**src/rtl/pipeline_trace_monitor_if.sv**
```systemverilog
// Trace drain handshake between the monitor (producer) and a host/bench (consumer).
interface pipeline_trace_monitor_if;
    logic        trc_valid;
    logic        trc_ready;
    logic [63:0] trc_data;

    modport master (output trc_valid, output trc_data, input  trc_ready);
    modport slave  (input  trc_valid, input  trc_data, output trc_ready);
endinterface

```
**src/rtl/pipeline_trace_monitor.sv**
```systemverilog
// Passive CPU debug observer: statistics counters plus a show-ahead FIFO of
// accepted fetches {PC, instruction}, drained over a valid/ready handshake.
module pipeline_trace_monitor #(
    parameter int unsigned DEPTH = 16,
    parameter int unsigned CNT_W = 32
) (
    input  logic                     Clock,
    input  logic                     Resetn,
    input  logic                     mon_en,
    input  logic                     clr,
    input  logic [31:0]              PC,
    input  logic [1:0]               pcsource,
    input  logic [31:0]              if_inst,
    input  logic                     stall,
    input  logic [1:0]               FwdA,
    input  logic [1:0]               FwdB,
    pipeline_trace_monitor_if.master trc,
    output logic                     overflow,
    output logic [$clog2(DEPTH):0]   fifo_count,
    output logic [CNT_W-1:0]         cycle_cnt,
    output logic [CNT_W-1:0]         stall_cnt,
    output logic [CNT_W-1:0]         xfer_cnt,
    output logic [CNT_W-1:0]         fwd_cnt,
    output logic [CNT_W-1:0]         drop_cnt
);

    localparam int unsigned AW = $clog2(DEPTH);
    localparam int unsigned CW = AW + 1;
    localparam int unsigned DW = 64;

    logic [DW-1:0]    r_mem [DEPTH];
    logic [AW-1:0]    r_wr_ptr;
    logic [AW-1:0]    r_rd_ptr;
    logic [CW-1:0]    r_count;
    logic             r_valid;
    logic [DW-1:0]    r_data;
    logic             r_overflow;
    logic [CNT_W-1:0] r_cycle_cnt;
    logic [CNT_W-1:0] r_stall_cnt;
    logic [CNT_W-1:0] r_xfer_cnt;
    logic [CNT_W-1:0] r_fwd_cnt;
    logic [CNT_W-1:0] r_drop_cnt;

    logic [DW-1:0]    w_entry;
    logic             w_push;
    logic             w_pop;
    logic             w_full;
    logic             w_wr;
    logic             w_drop;
    logic [CW-1:0]    w_count_nxt;
    logic [AW-1:0]    w_rd_inc;
    logic [DW-1:0]    w_data_nxt;
    logic [CNT_W-1:0] w_fwd_inc;

    // FIFO control; a push into a full FIFO survives only if a pop frees a slot
    always_comb begin
        w_entry     = {PC, if_inst};
        w_push      = mon_en & ~stall;
        w_pop       = r_valid & trc.trc_ready;
        w_full      = (r_count == CW'(DEPTH));
        w_wr        = w_push & (~w_full | w_pop);
        w_drop      = w_push & w_full & ~w_pop;
        w_count_nxt = r_count + CW'(w_wr) - CW'(w_pop);
        w_rd_inc    = r_rd_ptr + AW'(1);
        w_fwd_inc   = CNT_W'(FwdA != 2'b00) + CNT_W'(FwdB != 2'b00);
    end

    // Next head register value; holds the last head once the FIFO runs empty
    always_comb begin
        w_data_nxt = r_data;
        if (w_pop) begin
            if (r_count >= CW'(2)) begin
                w_data_nxt = r_mem[w_rd_inc];
            end else if (w_wr) begin
                w_data_nxt = w_entry;
            end
        end else if ((r_count == '0) && w_wr) begin
            w_data_nxt = w_entry;
        end
    end

    // Storage array carries no reset; occupancy is tracked by the pointers
    always_ff @(posedge Clock) begin
        if (w_wr && !clr) begin
            r_mem[r_wr_ptr] <= w_entry;
        end
    end

    always_ff @(posedge Clock or negedge Resetn) begin
        if (!Resetn) begin
            r_wr_ptr    <= '0;
            r_rd_ptr    <= '0;
            r_count     <= '0;
            r_valid     <= 1'b0;
            r_data      <= '0;
            r_overflow  <= 1'b0;
            r_cycle_cnt <= '0;
            r_stall_cnt <= '0;
            r_xfer_cnt  <= '0;
            r_fwd_cnt   <= '0;
            r_drop_cnt  <= '0;
        end else if (clr) begin
            r_wr_ptr    <= '0;
            r_rd_ptr    <= '0;
            r_count     <= '0;
            r_valid     <= 1'b0;
            r_data      <= '0;
            r_overflow  <= 1'b0;
            r_cycle_cnt <= '0;
            r_stall_cnt <= '0;
            r_xfer_cnt  <= '0;
            r_fwd_cnt   <= '0;
            r_drop_cnt  <= '0;
        end else begin
            r_wr_ptr   <= r_wr_ptr + AW'(w_wr);
            r_rd_ptr   <= r_rd_ptr + AW'(w_pop);
            r_count    <= w_count_nxt;
            r_valid    <= (w_count_nxt != '0);
            r_data     <= w_data_nxt;
            r_overflow <= r_overflow | w_drop;
            if (w_drop) begin
                r_drop_cnt <= r_drop_cnt + CNT_W'(1);
            end
            if (mon_en) begin
                r_cycle_cnt <= r_cycle_cnt + CNT_W'(1);
                r_fwd_cnt   <= r_fwd_cnt + w_fwd_inc;
                if (stall) begin
                    r_stall_cnt <= r_stall_cnt + CNT_W'(1);
                end else if (pcsource != 2'b00) begin
                    r_xfer_cnt <= r_xfer_cnt + CNT_W'(1);
                end
            end
        end
    end

    assign trc.trc_valid = r_valid;
    assign trc.trc_data  = r_data;
    assign overflow      = r_overflow;
    assign fifo_count    = r_count;
    assign cycle_cnt     = r_cycle_cnt;
    assign stall_cnt     = r_stall_cnt;
    assign xfer_cnt      = r_xfer_cnt;
    assign fwd_cnt       = r_fwd_cnt;
    assign drop_cnt      = r_drop_cnt;

endmodule

```
**src/flat_wrapper.sv**
```systemverilog
// flat-port wrapper written by rule: the top's interface ports become plain ports
module pipeline_trace_monitor_flat 
#(
    parameter int unsigned DEPTH = 16,
    parameter int unsigned CNT_W = 32
)
  (Clock, Resetn, mon_en, clr, PC, pcsource, if_inst, stall, FwdA, FwdB, overflow, fifo_count, cycle_cnt, stall_cnt, xfer_cnt, fwd_cnt, drop_cnt, trc_trc_valid, trc_trc_data, trc_trc_ready);
  pipeline_trace_monitor_if trc_i ();
  input  logic Clock;
  input  logic Resetn;
  input  logic mon_en;
  input  logic clr;
  input  logic [31:0] PC;
  input  logic [1:0] pcsource;
  input  logic [31:0] if_inst;
  input  logic stall;
  input  logic [1:0] FwdA;
  input  logic [1:0] FwdB;
  output logic overflow;
  output logic [$clog2(DEPTH):0] fifo_count;
  output logic [CNT_W-1:0] cycle_cnt;
  output logic [CNT_W-1:0] stall_cnt;
  output logic [CNT_W-1:0] xfer_cnt;
  output logic [CNT_W-1:0] fwd_cnt;
  output logic [CNT_W-1:0] drop_cnt;
  output wire logic [$bits(trc_i.trc_valid)-1:0] trc_trc_valid;
  output wire logic [$bits(trc_i.trc_data)-1:0] trc_trc_data;
  input wire logic [$bits(trc_i.trc_ready)-1:0] trc_trc_ready;
  assign trc_trc_valid = trc_i.trc_valid;
  assign trc_trc_data = trc_i.trc_data;
  assign trc_i.trc_ready = trc_trc_ready;
  pipeline_trace_monitor #(.DEPTH(DEPTH), .CNT_W(CNT_W)) u_core (.Clock(Clock), .Resetn(Resetn), .mon_en(mon_en), .clr(clr), .PC(PC), .pcsource(pcsource), .if_inst(if_inst), .stall(stall), .FwdA(FwdA), .FwdB(FwdB), .trc(trc_i), .overflow(overflow), .fifo_count(fifo_count), .cycle_cnt(cycle_cnt), .stall_cnt(stall_cnt), .xfer_cnt(xfer_cnt), .fwd_cnt(fwd_cnt), .drop_cnt(drop_cnt));
endmodule
```
**config.mk**
```make
export PLATFORM = sky130hd
export DESIGN_NAME = pipeline_trace_monitor_flat
export DESIGN_NICKNAME = d
export VERILOG_FILES = /design/src/rtl/pipeline_trace_monitor_if.sv /design/src/rtl/pipeline_trace_monitor.sv /design/src/flat_wrapper.sv
export SDC_FILE = /design/constraint.sdc
export NUM_CORES = 2
export LEC_CHECK = 0
export CELL_PAD_IN_SITES_DETAIL_PLACEMENT = 0
export CELL_PAD_IN_SITES_GLOBAL_PLACEMENT = 1
export CORE_MARGIN = 2
export CORE_UTILIZATION = 46
export CTS_CLUSTER_DIAMETER = 120
export CTS_CLUSTER_SIZE = 8
export DETAILED_ROUTE_END_ITERATION = 6
export PLACE_DENSITY = 0.72
export SKIP_LAST_GASP = 1
export SYNTH_ARGS = -nofsm -noshare
export SYNTH_HDL_FRONTEND = slang
export SYNTH_SLANG_ARGS = --single-unit
```
**constraint.sdc**
```tcl
create_clock -name Clock -period 7.15 [get_ports Clock]
set_input_delay 0.715 -clock Clock [delete_from_list [all_inputs] [get_ports Clock]]
set_output_delay 0.715 -clock Clock [all_outputs]
set_load 0.02 [all_outputs]
```
Word-level counts from Yosys, hierarchy flattened
Memories as Yosys holds them, arrays and structs flattened.
Cells that the tools add are included.

storage, ports and cells
  logic and storage cells = 78
  latch bits = 0
  input port bits = 76
  memories = 1
  ROM bits = 0
  memory bits (writable) = 1,024
  bits in registers = 239

operators by class
  equality and inequality tests = 3
  shift operators = 0
  multiply operators = 0
  multiplexer cells = 25
  div/mod/pow operators = 0
  reduce and logical (&&, ||, !) cells = 16
  $add $sub $neg = 11
  order comparisons = 1
  bitwise operators = 10

memories
  name          depth  bits a word  read ports  clocked after Yosys merged registers in  write ports  RTL line                      text
  u_core.r_mem  16     64           1           0                                        1            pipeline_trace_monitor.sv:31  logic [DW-1:0] r_mem [DEPTH];

operators by type and width
  operator                                                                             number
  32-bit 2-to-1 mux                                                                    13
  64-bit 2-to-1 mux                                                                    5
  32-bit by 1-bit adder with 32-bit output, second input constant                      4
  32-bit adder                                                                         1
  2-bit nonzero test                                                                   7
  4-bit by 1-bit adder with 4-bit output                                               2
  4-bit 2-to-1 mux                                                                     2
  5-bit by 1-bit adder with 5-bit output                                               1
  1-bit AND                                                                            5
  5-bit equality test, second input constant                                           1
  5-bit by 2-bit greater-or-equal comparator with 1-bit output, second input constant  1
  5-bit zero test                                                                      1
  5-bit 2-to-1 mux                                                                     1
  5-bit nonzero test                                                                   1
  5-bit by 1-bit subtractor with 5-bit output                                          1
  4-bit by 1-bit adder with 4-bit output, second input constant                        1
  1-bit 2-to-1 mux                                                                     4
  4-bit != test, second input constant                                                 1
  2-bit AND reduction                                                                  2
  1-bit NOT                                                                            3
  3-bit AND reduction                                                                  1
  3-bit nonzero test                                                                   1
  1-bit by 1-bit adder with 2-bit output                                               1
  1-bit logical AND                                                                    2
  other kinds (3)                                                                      4

Logic depth before layout (Yosys ltp)
  depth after elaboration = 8
  mapped depth = 11
  depth with buffers taken out = 11

Worst setup path before layout
Ideal clock, no wire load.

  path type = flip-flop to flip-flop
  start point = register u_core.r_count[2] (netlist: u_core.fifo_count[2])
  end point = memory u_core.r_mem[0][0], enable pin
  arrival = 6,271 ps
  stages on the path, launching flop included = 8
  path slack = 314 ps
  path buffers = 0
  period minus slack after synthesis = 6,836 ps
  cells stage by stage = dfrtp_1 -> inv_1 -> ha_1 -> nor3b_1 -> and2_1 -> nor3_1 -> or3b_2 -> nor3_1

on the way
  cells in the longest elaborated chain, start to end = 7

RTL lines
  element                                 RTL line                       text
  start, declared                         pipeline_trace_monitor.sv:34   logic [CW-1:0] r_count;
  start signal, assigned                  pipeline_trace_monitor.sv:117  r_count <= w_count_nxt;
  5-bit equality test                     pipeline_trace_monitor.sv:60   w_full = (r_count == CW'(DEPTH));
  1-bit NOT                               pipeline_trace_monitor.sv:61   w_wr = w_push & (~w_full | w_pop);
  1-bit OR                                pipeline_trace_monitor.sv:61
  1-bit AND                               pipeline_trace_monitor.sv:61
  1-bit logical AND                       pipeline_trace_monitor.sv:84   if (w_wr && !clr) begin
  1-bit 2-to-1 mux                        pipeline_trace_monitor.sv:84
  1-bit 2-to-1 mux (not written as such)  pipeline_trace_monitor.sv:85   r_mem[r_wr_ptr] <= w_entry;
  end, declared                           pipeline_trace_monitor.sv:31

No other way between the ends.

Worst setup path after layout
  start point = register u_core.r_rd_ptr[0]
  end point = register u_core.r_data[42] (netlist: u_core.trc.trc_data[42])

on the way
  cells in the longest elaborated chain, start to end = 5

RTL lines
  element                                 RTL line                       text
  start, declared                         pipeline_trace_monitor.sv:33   logic [AW-1:0] r_rd_ptr;
  start signal, assigned                  pipeline_trace_monitor.sv:116  r_rd_ptr <= r_rd_ptr + AW'(w_pop);
  4-bit by 1-bit adder with 4-bit output  pipeline_trace_monitor.sv:64   w_rd_inc = r_rd_ptr + AW'(1);
  memory read 16 x 64 bit                 --
  64-bit 2-to-1 mux                       pipeline_trace_monitor.sv:72   if (r_count >= CW'(2)) begin
  64-bit 2-to-1 mux                       pipeline_trace_monitor.sv:71   if (w_pop) begin
  64-bit 2-to-1 mux                       pipeline_trace_monitor.sv:102  end else if (clr) begin
  end signal, assigned                    pipeline_trace_monitor.sv:119  r_data <= w_data_nxt;
  end, declared                           pipeline_trace_monitor.sv:36   logic [DW-1:0] r_data;

No other way between the ends.
A chain may end at the register's enable or synchronous reset.

==> run_results.csv <==
group,metric,value,unit
setup_path,rr_worst_depth,5,
placed_design,portBuffers,306,
timing,slew_violations,0,
logic_synthesis,ys.flop_type,"edfxtp_1",
timing,period_share,0.562,
drt,drtIter0Drc,2811,
floorplan,ios,307,
grt,overflow,0,
timing,maxSlewHeadroom,0.112,
setup_path,required,7770,ps
timing,fin_tns_setup,0,ps
clock_network,cts_sinks,1263,
floorplan,die_w,335,um
logic_synthesis,synth.top_cell.area_share,0.609,
timing,tightest_slew,1330,ps
grt,antenna_found_initial,7,
drt,antenna_left,0,
grt,top_usage_layer,"met2",
grt,grt_start_max_net_pins,177,
logic_synthesis,synth_top_area_cell,"edfxtp_1",
run_status,violations,"DRC, hold timing",
drt,wl_per_cell,26.0,um
power_and_ir_drop,powerDensity,316,nW/um^2
power_and_ir_drop,finalPower,19.1,mW
timing,rsz0062_at_grt,"false",
timing,final-setup-viol-count,0,
placed_design,placed_cell_area,55300,sq um
logic_synthesis,synthSimpleGateAreaFrac,0.0546,
logic_synthesis,synth_top_family_by_area,"multiplexers",
placed_design,placed_cells,4455,
logic_synthesis,synth_edf_count,1024,
clock_network,post_cts_resized,0,
floorplan,start_util,0.464,
floorplan,core,109000,sq um
drt,drc,3,
logic_synthesis,synth_seq_area_share,0.728,
grt,grt.met3_usage,0.0445,
clock_network,clkTransAtPathRegs,50,ps
grt,grt_use_met1,0.300,
setup_path,cp_slowest_stage_delay,900,ps
setup_path,crit_chain,"ha_4 -> buf_12 -> mux4_2 -> a222oi_1 -> o21ai_0",
final_layout,final_cell_area,60400,sq um
logic_synthesis,netlist_instances,2840,
timing,fin_ws,3130,ps
clock_network,root_buffer,"clkbuf_16",
placed_design,gp_congestion,0.778,
drt,wl,124,mm
logic_synthesis,synth_mux_area_frac,0.118,
clock_network,post_cts_buffers,0,
drt,viasPerCell,5.95,
timing,finalHoldViolations,2,
setup_path,worstReg2RegStart,"u_core.r_rd_ptr[0]$_DFF_PN0_",
final_layout,finalNonFillerCells,4766,
timing,fmax,249,MHz
clock_network,cts_buffers,175,
grt,grt_first_pass_wirelength,186,mm
timing,hold_ws,-17.1,ps
setup_path,cp_top_family,"adder cells",
final_layout,finish.utilization,0.555,
setup_path,r2r-end,"u_core.trc.trc_data[42]$_DFFE_PN0P_",
final_layout,drive_above_1_share,0.163,
logic_synthesis,synth_fp_nets,2939,
placed_design,place_ws,2560,ps
clock_network,insertion_delay,770,ps
setup_path,worstPathArrival,4640,ps
grt,met2_usage,0.365,
run_status,status,"finished, violations left",
floorplan,fp.dieH,335,um
clock_network,cts_buffer_depth,3,
logic_synthesis,synth-xor-area-share,0.0205,
clock_network,cts_tree,"built",
setup_path,cp_num_buf_inv,1,
setup_path,start_kind,"flip-flop",
clock_network,htree_levels,4,
logic_synthesis,ys_types,58,
logic_synthesis,synth-compound-area-share,0.0544,
logic_synthesis,async_flop_share,0.189,
run,cap_violations,0,
min_path,hp-class,"primary input to async pin",
final_layout,nets,3317,
logic_synthesis,ys_warn_count,0,
logic_synthesis,syn_area,50500,sq um
grt,grt_usage,0.221,
setup_path,crit_slowest_cell,"ha_4",
drt,drtPass1Iterations,7,
floorplan,fp-row-count,121,
final_layout,synthToLayoutAreaGrowth,19.8,%
floorplan,die_area,112000,sq um
timing,finalCriticalPeriod,4020,ps
grt,grt_pass1_vias,29285,
drt,via_count,28378,
power_and_ir_drop,ir_worst_vdd,0.246,mV
setup_path,critPathMaxFanout,176,
placed_design,dp_hpwl,69.2,mm
setup_path,path_class,"flip-flop to flip-flop",
logic_synthesis,yosys-top-cells-area,"edfxtp_1 61%, dfrtp_1 12%, mux4_2 11%",
logic_synthesis,synth-adder-area-share,0.00600,
setup_path,r2r_slack,3130,ps
setup_path,worstSetupEndpointType,"flip-flop",
logic_synthesis,ys_seq_elements,1263,
power_and_ir_drop,p_leak,20.3,nW
timing,finClkSkew,22.9,ps
clock_network,cts_hold_buf,0,
logic_synthesis,syn_area_per_cell,17.8,sq um
flip-flops by register name, indices dropped and copies added, names as in the netlist:
signal	flops
u_core.drop_cnt	32
u_core.overflow	1
u_core.stall_cnt	32
u_core.r_wr_ptr	4
u_core.cycle_cnt	32
u_core.fifo_count	5
u_core.trc.trc_valid	1
u_core.trc.trc_data	64
u_core.fwd_cnt	32
u_core.xfer_cnt	32
u_core.r_mem	1024
u_core.r_rd_ptr	4
layout make-up:
cell class / count / area [sq um]
clock buffer: 296 / 4880
antenna: 2 / 5.00
tap: 1414 / 1770
clock inverter: 13 / 251
multi-input combinational: 1335 / 13000
fill: 8228 / 48400
inverter: 91 / 342
sequential: 1263 / 36700
timing repair buffer: 352 / 3490
placed cells by master, fill, tap and decap left out, types with 90 or more instances in the layout:
cell type,count
a21oi_1,91
edfxtp_1,1024
nor2_1,152
o21ai_0,91
clkbuf_1,119
dfrtp_1,238
clkbuf_16,177
inv_1,90
mux4_2,256
clkdlybuf4s50_1,304
worst max-delay path by stage:
stage,startpoint,cells after the start,endpoint,slack [ps]
2_1_floorplan,u_core.fifo_count[2]$_DFF_PN0_,7,u_core.r_mem[0][0]$_DFFE_PP_,310
6_report,u_core.r_rd_ptr[0]$_DFF_PN0_,5,u_core.trc.trc_data[42]$_DFFE_PN0P_,3130
5_1_grt,u_core.r_rd_ptr[0]$_DFF_PN0_,5,u_core.trc.trc_data[22]$_DFFE_PN0P_,2820
3_3_place_gp,mon_en,7,u_core.r_mem[8][28]$_DFFE_PP_,2590
3_5_place_dp,mon_en,7,u_core.r_mem[8][40]$_DFFE_PP_,2560
4_1_cts,u_core.r_rd_ptr[0]$_DFF_PN0_,5,u_core.trc.trc_data[42]$_DFFE_PN0P_,2990
worst register-to-register path: cells and delay by family (launching register included):
family,cells,cell delay [ps]
buffers and inverters,1,890
AO/OA/AOI/OAI,2,820
multiplexers,1,530
flip-flops,1,720
adder cells (fa/ha/maj),1,920
per-layer routing:
layer  up-vias  share of wire
met5         -        0.00043
met4         8          0.021
met3       205          0.077
met2      1187           0.49
met1     14876           0.41
li1      12102              -
synth_stat cells, types with 63 or more instances:
library cell,count
a2bb2oi_1,63
nor2_1,164
o21a_1,63
mux4_2,256
nand2_1,75
dfrtp_1,239
o21ai_0,91
a21oi_1,91
clkbuf_1,112
a222oi_1,64
edfxtp_1,1024
xnor2_1,71
inv_1,90
kinds of logic after synthesis:
logic type,after synthesis
mux,272
simple gates,530
fa+ha+maj,23
xor+xnor,118
buf+inv,242
compound gates,392
flops,1263
power breakdown:
| part | leakage (nW) | switching (mW) | total (mW) | internal (mW) |
|---|---|---|---|---|
| sequential | 12.5 | 0.190 | 8.36 | 8.17 |
| clock | 2.43 | 3.06 | 7.67 | 4.61 |
| combinational | 5.40 | 1.64 | 3.08 | 1.43 |
No activity file was read; power rests on OpenSTA's default activity.
